$ cat src/rtl/mult_job_sequencer.sv
// Bus-master sequencer for the GPIO-emulated multiplier: writes both operands and start,
// polls status until done (or timeout), reads W and L, and returns them on a result port.
module mult_job_sequencer #(
  parameter int STROBE_CYCLES = 2,
  parameter int POLL_GAP      = 4,
  parameter int TIMEOUT       = 255
) (
  input  logic        clk,
  input  logic        reset,
  input  logic        job_valid,
  output logic        job_ready,
  input  logic [23:0] job_a1,
  input  logic [23:0] job_a2,
  output logic [15:0] saddress,
  output logic        srd,
  output logic        swr,
  output logic [31:0] sdata_out,
  input  logic [31:0] sdata_in,
  output logic        res_valid,
  input  logic        res_ready,
  output logic [31:0] res_w,
  output logic [5:0]  res_l,
  output logic        res_ovf,
  output logic        res_timeout,
  output logic [15:0] job_count,
  output logic [3:0]  dbg_state
);

  localparam logic [15:0] ADDR_A1   = 16'h0380;
  localparam logic [15:0] ADDR_A2   = 16'h0388;
  localparam logic [15:0] ADDR_W    = 16'h0390;
  localparam logic [15:0] ADDR_L    = 16'h0398;
  localparam logic [15:0] ADDR_CTRL = 16'h03A0;

  localparam logic [7:0] ACC_LAST    = 8'(STROBE_CYCLES + 1);
  localparam logic [7:0] GAP_LAST    = 8'((POLL_GAP > 0) ? (POLL_GAP - 1) : 0);
  localparam logic [7:0] TIMEOUT_CNT = 8'(TIMEOUT);

  typedef enum logic [3:0] {
    IDLE, WR_A1, WR_A2, WR_START, POLL, GAP, RD_W, RD_L, OUT
  } state_e;

  state_e      state_q, state_d;
  logic [7:0]  phase_q, phase_d;
  logic [7:0]  poll_cnt_q, poll_cnt_d;
  logic [23:0] a1_q, a1_d, a2_q, a2_d;
  logic        job_ready_q, job_ready_d;
  logic [31:0] res_w_q, res_w_d;
  logic [5:0]  res_l_q, res_l_d;
  logic        res_ovf_q, res_ovf_d;
  logic        res_timeout_q, res_timeout_d;
  logic [15:0] job_count_q, job_count_d;

  logic        in_access, bus_rd, bus_wr, acc_last, strobe_phase;
  logic [15:0] bus_addr;
  logic [31:0] bus_wdata;

  // Both ports use strict valid/ready: a transfer happens on the rising edge where
  // valid && ready are both high; the offering side keeps its payload stable until then.
  always_comb begin
    state_d       = state_q;
    phase_d       = phase_q;
    poll_cnt_d    = poll_cnt_q;
    a1_d          = a1_q;
    a2_d          = a2_q;
    res_w_d       = res_w_q;
    res_l_d       = res_l_q;
    res_ovf_d     = res_ovf_q;
    res_timeout_d = res_timeout_q;
    job_count_d   = job_count_q;
    in_access     = 1'b0;
    bus_rd        = 1'b0;
    bus_wr        = 1'b0;
    bus_addr      = 16'h0;
    bus_wdata     = 32'h0;
    acc_last      = (phase_q == ACC_LAST);

    case (state_q)
      IDLE: begin
        if (job_valid && job_ready_q) begin
          a1_d          = job_a1;
          a2_d          = job_a2;
          res_ovf_d     = 1'b0;
          res_timeout_d = 1'b0;
          phase_d       = 8'd0;
          state_d       = WR_A1;
        end
      end
      WR_A1: begin
        in_access = 1'b1;
        bus_wr    = 1'b1;
        bus_addr  = ADDR_A1;
        bus_wdata = {8'h0, a1_q};
        if (acc_last) state_d = WR_A2;
      end
      WR_A2: begin
        in_access = 1'b1;
        bus_wr    = 1'b1;
        bus_addr  = ADDR_A2;
        bus_wdata = {8'h0, a2_q};
        if (acc_last) state_d = WR_START;
      end
      WR_START: begin
        in_access = 1'b1;
        bus_wr    = 1'b1;
        bus_addr  = ADDR_CTRL;
        bus_wdata = 32'h1;
        if (acc_last) state_d = POLL;
      end
      POLL: begin
        in_access = 1'b1;
        bus_rd    = 1'b1;
        bus_addr  = ADDR_CTRL;
        if (acc_last) begin
          poll_cnt_d = poll_cnt_q + 8'd1;
          if (sdata_in[1]) begin
            res_ovf_d = ~sdata_in[0];
            state_d   = RD_W;
          end else if (poll_cnt_d == TIMEOUT_CNT) begin
            res_timeout_d = 1'b1;
            res_w_d       = 32'h0;
            res_l_d       = 6'h0;
            res_ovf_d     = 1'b0;
            state_d       = OUT;
          end else begin
            state_d = (POLL_GAP > 0) ? GAP : POLL;
          end
        end
      end
      GAP: begin
        // Gap cycles reuse the phase counter; the bus stays idle here.
        if (phase_q == GAP_LAST) begin
          phase_d = 8'd0;
          state_d = POLL;
        end else begin
          phase_d = phase_q + 8'd1;
        end
      end
      RD_W: begin
        in_access = 1'b1;
        bus_rd    = 1'b1;
        bus_addr  = ADDR_W;
        if (acc_last) begin
          res_w_d = sdata_in;
          state_d = RD_L;
        end
      end
      RD_L: begin
        in_access = 1'b1;
        bus_rd    = 1'b1;
        bus_addr  = ADDR_L;
        if (acc_last) begin
          res_l_d = sdata_in[5:0];
          state_d = OUT;
        end
      end
      OUT: begin
        if (res_ready) begin
          job_count_d = job_count_q + 16'd1;
          poll_cnt_d  = 8'd0;
          state_d     = IDLE;
        end
      end
      default: state_d = IDLE;
    endcase

    if (in_access) phase_d = acc_last ? 8'd0 : phase_q + 8'd1;
    job_ready_d = (state_d == IDLE);
  end

  // Access phases: 0 = setup, 1..STROBE_CYCLES = strobe high, ACC_LAST = hold/sample.
  assign strobe_phase = in_access && (phase_q != 8'd0) && !acc_last;
  assign saddress     = bus_addr;
  assign sdata_out    = bus_wdata;
  assign srd          = bus_rd && strobe_phase;
  assign swr          = bus_wr && strobe_phase;

  assign job_ready   = job_ready_q;
  assign res_valid   = (state_q == OUT);
  assign res_w       = res_w_q;
  assign res_l       = res_l_q;
  assign res_ovf     = res_ovf_q;
  assign res_timeout = res_timeout_q;
  assign job_count   = job_count_q;
  assign dbg_state   = state_q;

  always_ff @(posedge clk) begin
    if (reset) begin
      state_q       <= IDLE;
      phase_q       <= 8'd0;
      poll_cnt_q    <= 8'd0;
      a1_q          <= 24'h0;
      a2_q          <= 24'h0;
      job_ready_q   <= 1'b0;
      res_w_q       <= 32'h0;
      res_l_q       <= 6'h0;
      res_ovf_q     <= 1'b0;
      res_timeout_q <= 1'b0;
      job_count_q   <= 16'h0;
    end else begin
      state_q       <= state_d;
      phase_q       <= phase_d;
      poll_cnt_q    <= poll_cnt_d;
      a1_q          <= a1_d;
      a2_q          <= a2_d;
      job_ready_q   <= job_ready_d;
      res_w_q       <= res_w_d;
      res_l_q       <= res_l_d;
      res_ovf_q     <= res_ovf_d;
      res_timeout_q <= res_timeout_d;
      job_count_q   <= job_count_d;
    end
  end

endmodule
$ cat config.mk
export PLATFORM = sky130hd
export DESIGN_NAME = mult_job_sequencer
export DESIGN_NICKNAME = d
export VERILOG_FILES = /design/src/rtl/mult_job_sequencer.sv
export SDC_FILE = /design/constraint.sdc
export NUM_CORES = 1
export LEC_CHECK = 0
export CAP_MARGIN = 20
export CORE_MARGIN = 5
export CORE_UTILIZATION = 41
export DETAILED_ROUTE_END_ITERATION = 7
export PLACE_DENSITY = 0.77
export SLEW_MARGIN = 5
export SYNTH_ARGS = -nofsm -noshare
export SYNTH_HDL_FRONTEND = slang
export SYNTH_SLANG_ARGS = --single-unit
$ cat constraint.sdc
create_clock -name clk -period 1.9 [get_ports clk]
set_input_delay 0.38 -clock clk [delete_from_list [all_inputs] [get_ports clk]]
set_output_delay 0.38 -clock clk [all_outputs]
set_load 0.01 [all_outputs]
==> summary.txt <==
Synth cell types - 59
Final Core Density - 0.652
Max Cap Viol - 0
TritonCTS Buffers - 17
Initial Util - 0.418
global-route wire length before repair - 26,700 microns
DR vias/cell - 5.31
clk_skew - 6.23 ps
detailed-route wire length per cell - 17.1 microns
chip height - 126 microns
gpl congestion - 0.914
Mapped Cells - 631
via count - 5,560
number of global-route vias before repair - 5,336
Max FO, Critical Path - 12
maximum clock frequency - 477 MHz
P_sw - 0.00146 W
status - complete, but fails checks
H-tree levels - 4
RSZ-0062 raised after global routing - yes
Hold Violations, Final - 0
Final Setup Violations - 59
CTS tree - yes
GR Layer Usage met1 - 0.241
Worst EP required - 1520 ps
Area Growth Syn to Fin - 55.9%
DP HPWL - 12,200 microns
GRT overflow - 0
total power - 0.00667 W
crit share post-route - 1.10
Seq/Total Area, Yosys - 0.452
layout cell share with drive strength beyond 1 - 0.227
Logic pwr share - 0.087
fin cells - 1,048
IO Count - 196
final setup margin - -197 ps
clock slew at reported path FFs - 50 ps
Slew Limit Fails - 0
residual DRC count - 0
Final Critical Period - 2100 ps
Power Density - 773 nW/um^2
switching share of total power - 0.219
Initial DRT Pass Iterations - 5
# rows - 42
Num Clock Sinks - 125
Die Area - 15,900 sq um
CP arrival - 1720 ps
Peak VDD IR - 0.585 mV
met3 Use GR - 0.0580
core box area - 13,200 sq um
chip width - 126 microns
syn_area_per_cell - 8.77 sq um
synth warn - 0
Setup Crit Path Kind - flop to output port
Seq pwr share - 0.408
cell-internal power - 0.00521 W
Post-Syn Area - 5530 sq um
CTS root buffer - clkbuf_16
initial antenna violation count - 0
largest net degree at the start of global routing - 49
CP endpoint kind - output port
Total Wirelength - 17,900 microns
I/O Buffers - 177
nets - 948
Post-synth EDFFs - 0
Antenna Nets Post-Route - 0
GR met2 Demand/Resource - 0.353
Clk network pwr share - 0.506
Worst Hold Class - flop to flop
ys async rst share - 0
GR peak layer - met2
clk_lat worst skew - 410 ps
number of synthesized register bits - 125
Inserted Diodes - 0
Leak Pwr - 3.37 nW
worst-case clock buffer depth - 2
Post-Place Cells - 995
failing checks - setup timing
hold_ws - 452 ps
crit path launch type - flop
Setup WS pre-CTS - -204 ps
Synth Flop Type - dfxtp_1
Initial DRC Count - 397
Tot GR Track Use - 0.206
[cell usage after synthesis (2+ instances only)]
master | number | share of area
nor2b_1 | 5 | 0.0057
buf_2 | 9 | 0.0081
a31oi_1 | 2 | 0.0023
xnor2_1 | 2 | 0.0032
nor4_4 | 3 | 0.012
nand3b_1 | 4 | 0.0054
and2_1 | 4 | 0.0045
clkbuf_1 | 16 | 0.011
buf_4 | 24 | 0.033
o21a_1 | 2 | 0.0027
buf_6 | 9 | 0.018
o21ai_0 | 16 | 0.014
nor3_2 | 3 | 0.0054
nor3_1 | 8 | 0.0072
a22oi_1 | 6 | 0.0081
xor2_1 | 8 | 0.013
or3_1 | 7 | 0.0079
nand3_1 | 12 | 0.011
mux2i_1 | 2 | 0.0036
and3b_1 | 2 | 0.0032
dfxtp_1 | 125 | 0.45
nor3b_1 | 5 | 0.0068
nand2_1 | 113 | 0.077
a2bb2oi_1 | 2 | 0.0032
a21oi_1 | 71 | 0.064
or4_4 | 2 | 0.0041
nor4_1 | 3 | 0.0034
a22o_1 | 55 | 0.087
ha_1 | 5 | 0.011
and2_0 | 2 | 0.0023
a311oi_1 | 3 | 0.0047
nor2_1 | 50 | 0.034
nor3_4 | 2 | 0.0059
inv_1 | 8 | 0.0054
nand2b_1 | 3 | 0.0034
nand4_1 | 9 | 0.010
and3_1 | 7 | 0.0079
[critical path, stage by stage (launching register included)]
cell and delay [ps]:
dfxtp_2 320, or2_4 270, nor3_4 120, buf_6 150, buf_16 140, buf_4 110
a21o_1 90, buf_6 110
[cells by family (layout without fill, tap and decap cells)]
family | count (synthesis) | in the layout | share of synthesized area
AND/OR/NAND/NOR | 253 | 253 | 0.231
AO/OA/AOI/OAI | 169 | 169 | 0.210
flip-flops | 125 | 125 | 0.452
buffers and inverters | 66 | 290 | 0.0753
XOR/XNOR | 10 | 10 | 0.0158
adder cells (fa/ha/maj) | 5 | 5 | 0.0113
multiplexers | 2 | 2 | 0.00362
other | 1 | 18 | 0.000678
[layer usage]
metal,wire [microns],vias up
li1,-,2645
met4,463,0
met3,1020,39
met2,9160,198
met1,7270,2678
met5,0,-
[timing repair]
action,CTS,global route
pin swaps,18,48
cloned,2,4
endpoints found under the hold margin,0,0
setup buffers,8,9
resized for setup,153,50
endpoints found under the setup margin,79,83
hold buffers,0,0
[power groups by stage]
stage                     combinational, W  sequential [W]  clock, W
final                             0.000579         0.00272   0.00337
after global routing              0.000627         0.00273   0.00358
after CTS                         0.000550         0.00272   0.00342
after detailed placement          0.000552         0.00278         0
after global placement            0.000537         0.00278         0
after floorplan                   0.000285         0.00277         0
[path summary, 6_finish.rpt]
check / start / endpoint / slack, ps / depth (start not counted)
max: dbg_state[3]$_SDFF_PP0_ / saddress[3] / -200 / 7
min: a2_q[0]$_SDFFE_PP0P_ / a2_q[0]$_SDFFE_PP0P_ / 450 / 2
max reg2reg: poll_cnt_q[1]$_SDFFE_PP0P_ / res_w[16]$_SDFFE_PP0P_ / -70 / 8
min reg2reg: a2_q[0]$_SDFFE_PP0P_ / a2_q[0]$_SDFFE_PP0P_ / 450 / 2
[area by class of cell]
cell class / count / area (sq um)
repair buffers: 250 / 2370
well taps: 176 / 220
fillers: 1090 / 4610
clock inverters: 9 / 133
inverters: 8 / 32.5
flip-flops and latches: 125 / 2520
clock buffers: 23 / 498
multi-input cells: 457 / 2850
[cell usage in the layout (no fill, tap or decap), drive strengths merged, types with 4 or more instances in the layout]
| cell | synthesis | final |
|---|---|---|
| dlygate4sd2 | 0 | 4 |
| and3 | 7 | 7 |
| a22oi | 6 | 6 |
| a21oi | 72 | 72 |
| nor2 | 52 | 52 |
| o21ai | 18 | 18 |
| and2 | 6 | 6 |
| conb | 1 | 18 |
| clkbuf | 16 | 27 |
| inv | 8 | 8 |
| nand4 | 9 | 9 |
| ha | 5 | 5 |
| clkdlybuf4s50 | 0 | 139 |
| dfxtp | 125 | 125 |
| nor2b | 5 | 5 |
| clkinvlp | 0 | 5 |
| nor3b | 6 | 6 |
| a311oi | 4 | 4 |
| xor2 | 8 | 8 |
| or3 | 7 | 7 |
| nand3b | 4 | 4 |
| nand2 | 114 | 114 |
| nor4 | 6 | 6 |
| nand3 | 13 | 13 |
| a22o | 55 | 55 |
| buf | 42 | 100 |
| nor3 | 13 | 13 |
[through the flow]
| stage | TNS [ps] | area [sq um] |
|---|---|---|
| after global routing | -10490 | 8630 |
| after floorplan | -187 | 5600 |
| after detailed placement | -6720 | 7660 |
| final | -5020 | 8630 |
| after global placement | -3770 | 7660 |
| after CTS | -6240 | 8350 |
[state kept, by name (all words and copies together), names as in the netlist]
| register | flops |
|---|---|
| res_ovf | 1 |
| job_ready | 1 |
| dbg_state | 4 |
| job_count | 16 |
| a2_q | 24 |
| res_l | 6 |
| a1_q | 24 |
| phase_q | 8 |
| res_timeout | 1 |
| poll_cnt_q | 8 |
| res_w | 32 |
(Power assumes the default switching activity.)
==> variant: new RTL, same flow settings <==
Make the reset (`reset`) asynchronous in one clocked block.
--- a/src/rtl/mult_job_sequencer.sv
+++ b/src/rtl/mult_job_sequencer.sv
@@ -185,5 +185,5 @@
   assign dbg_state   = state_q;
 
-  always_ff @(posedge clk) begin
+  always_ff @(posedge clk or posedge reset) begin
     if (reset) begin
       state_q       <= IDLE;
Check against the original RTL: differs if reset is asserted again (counterexample within 4 cycles, from zero or initial values and one cycle with reset high); with reset held inactive, the same outputs for 10 cycles.
==> variant against the unedited design <==
- the run still ends with negative setup slack left
- wire length increased by 2.1%
- synthesized area increased by 3.7%
- setup slack got worse by 0.18 ns
- via count decreased by 11%
- cell area increased by 12%
- sequential cell count unchanged
- critical path type unchanged
- largest cell class is now sequential cells
Power is not compared: it rests on default switching activity, and its combinational part moved more than twofold at a synthesized area within 25%.
==> variant: results (changes against the unedited design) <==
\begin{tabular}{lr}
\hline
Metric & Value \\
\hline
\multicolumn{2}{l}{\textbf{Critical path}} \\
\quad Worst-path cell with the longest stage delay & sky130\_fd\_sc\_hd\_\_or4\_4 \\
\quad Longest individual stage delay on the worst path & 0.58 ns (+0.26 ns) \\
\quad Worst reg2reg endpoint & res\_w[30]\$\_DFFE\_PP0P\_ \\
\quad CP Capture Point & srd \\
\quad Critical path peak fanout & 2 (-10) \\
\multicolumn{2}{l}{\textbf{Global route}} \\
\quad Global routing usage on met3 & 8.83\% (+3.0 points) \\
\quad Met2 track demand over resource & 34.8\% (-0.43 points) \\
\quad Global-route usage over all layers & 20.9\% (+0.33 points) \\
\quad Largest net degree at the start of global routing & 74 (+51\%) \\
\multicolumn{2}{l}{\textbf{Placed design}} \\
\quad Post-Place Cell Area & 0.00820 mm² (+6.9\%) \\
\quad Detail Placement HPWL & 11600 µm (-4.7\%) \\
\quad Final Wtd Congestion & 0.816 (-11\%) \\
\multicolumn{2}{l}{\textbf{Synthesis}} \\
\quad Leading cell types by total area after synthesis & sky130\_fd\_sc\_hd\_\_dfrtp\_1, sky130\_fd\_sc\_hd\_\_mux2\_2, sky130\_fd\_sc\_hd\_\_a22o\_1, sky130\_fd\_sc\_hd\_\_a22o\_2, sky130\_fd\_sc\_hd\_\_buf\_4 \\
\quad Distinct cells, synth & 56 (-5.1\%) \\
\quad Leading register cell type out of synthesis & sky130\_fd\_sc\_hd\_\_dfrtp\_1 \\
\quad Most instantiated cells after synthesis & sky130\_fd\_sc\_hd\_\_dfrtp\_1, sky130\_fd\_sc\_hd\_\_mux2\_2, sky130\_fd\_sc\_hd\_\_a22o\_1, sky130\_fd\_sc\_hd\_\_o21ai\_0, sky130\_fd\_sc\_hd\_\_nor2\_1 \\
\multicolumn{2}{l}{\textbf{Drt}} \\
\quad Wl on met1 & 6860 µm (-5.5\%) \\
\quad Vias post-DR & 4947 (-11\%) \\
\multicolumn{2}{l}{\textbf{Run status}} \\
\quad Status & complete, but fails checks \\
\quad Violations in the final reports & negative setup slack \\
\multicolumn{2}{l}{\textbf{Layout}} \\
\quad Multi-input gate count & 308 (-33\%) \\
\quad Reg area & 0.00313 mm² (+24\%) \\
\quad Data-path buffer share of cell area in the final layout & 29.4\% (+1.9 points) \\
\quad Clk\_buf instances & 21 (-8.7\%) \\
\multicolumn{2}{l}{\textbf{Timing}} \\
\quad Final number of setup-violating endpoints & 100 (+69\%) \\
\quad Worst clock skew & 0.00491 ns (-0.00131 ns) \\
\quad Post-route setup slack & -0.376 ns (-0.179 ns) \\
\multicolumn{2}{l}{\textbf{Min path}} \\
\quad Classification of the worst-slack hold path & in2async \\
\hline
\end{tabular}
-- variant: cell count changes in the layout (fill, tap and decap cells not counted), sizes merged, moves of 6 or more --
cell	before	now
a21oi	72	5
a22o	55	61
a22oi	6	0
buf	100	138
dfrtp	0	125
dfxtp	125	0
mux2	0	49
nand2	114	23
nor2	52	25
o21ai	18	28
xnor2	2	11
-- variant: per-stage QoR --
stage               setup WS [ns]  std cells  setup TNS (ns)
floorplan                  -0.218        488          -10.40
global placement           -0.372        868          -13.81
detailed placement         -0.404        868          -17.19
CTS                        -0.340        931          -18.67
global route               -0.427        941          -29.79
finish                     -0.376        941          -22.42
-- variant: logic make-up after synthesis --
logic type / after synthesis / synth area share (%)
flip-flops: 125 / 54.5
AO/OA/AOI/OAI: 108 / 15.2
AND/OR/NAND/NOR: 104 / 10.3
buffers and inverters: 56 / 5.71
multiplexers: 49 / 9.62
XOR/XNOR: 23 / 3.51
adder cells (fa/ha/maj): 5 / 1.09
other: 1 / 0.0654
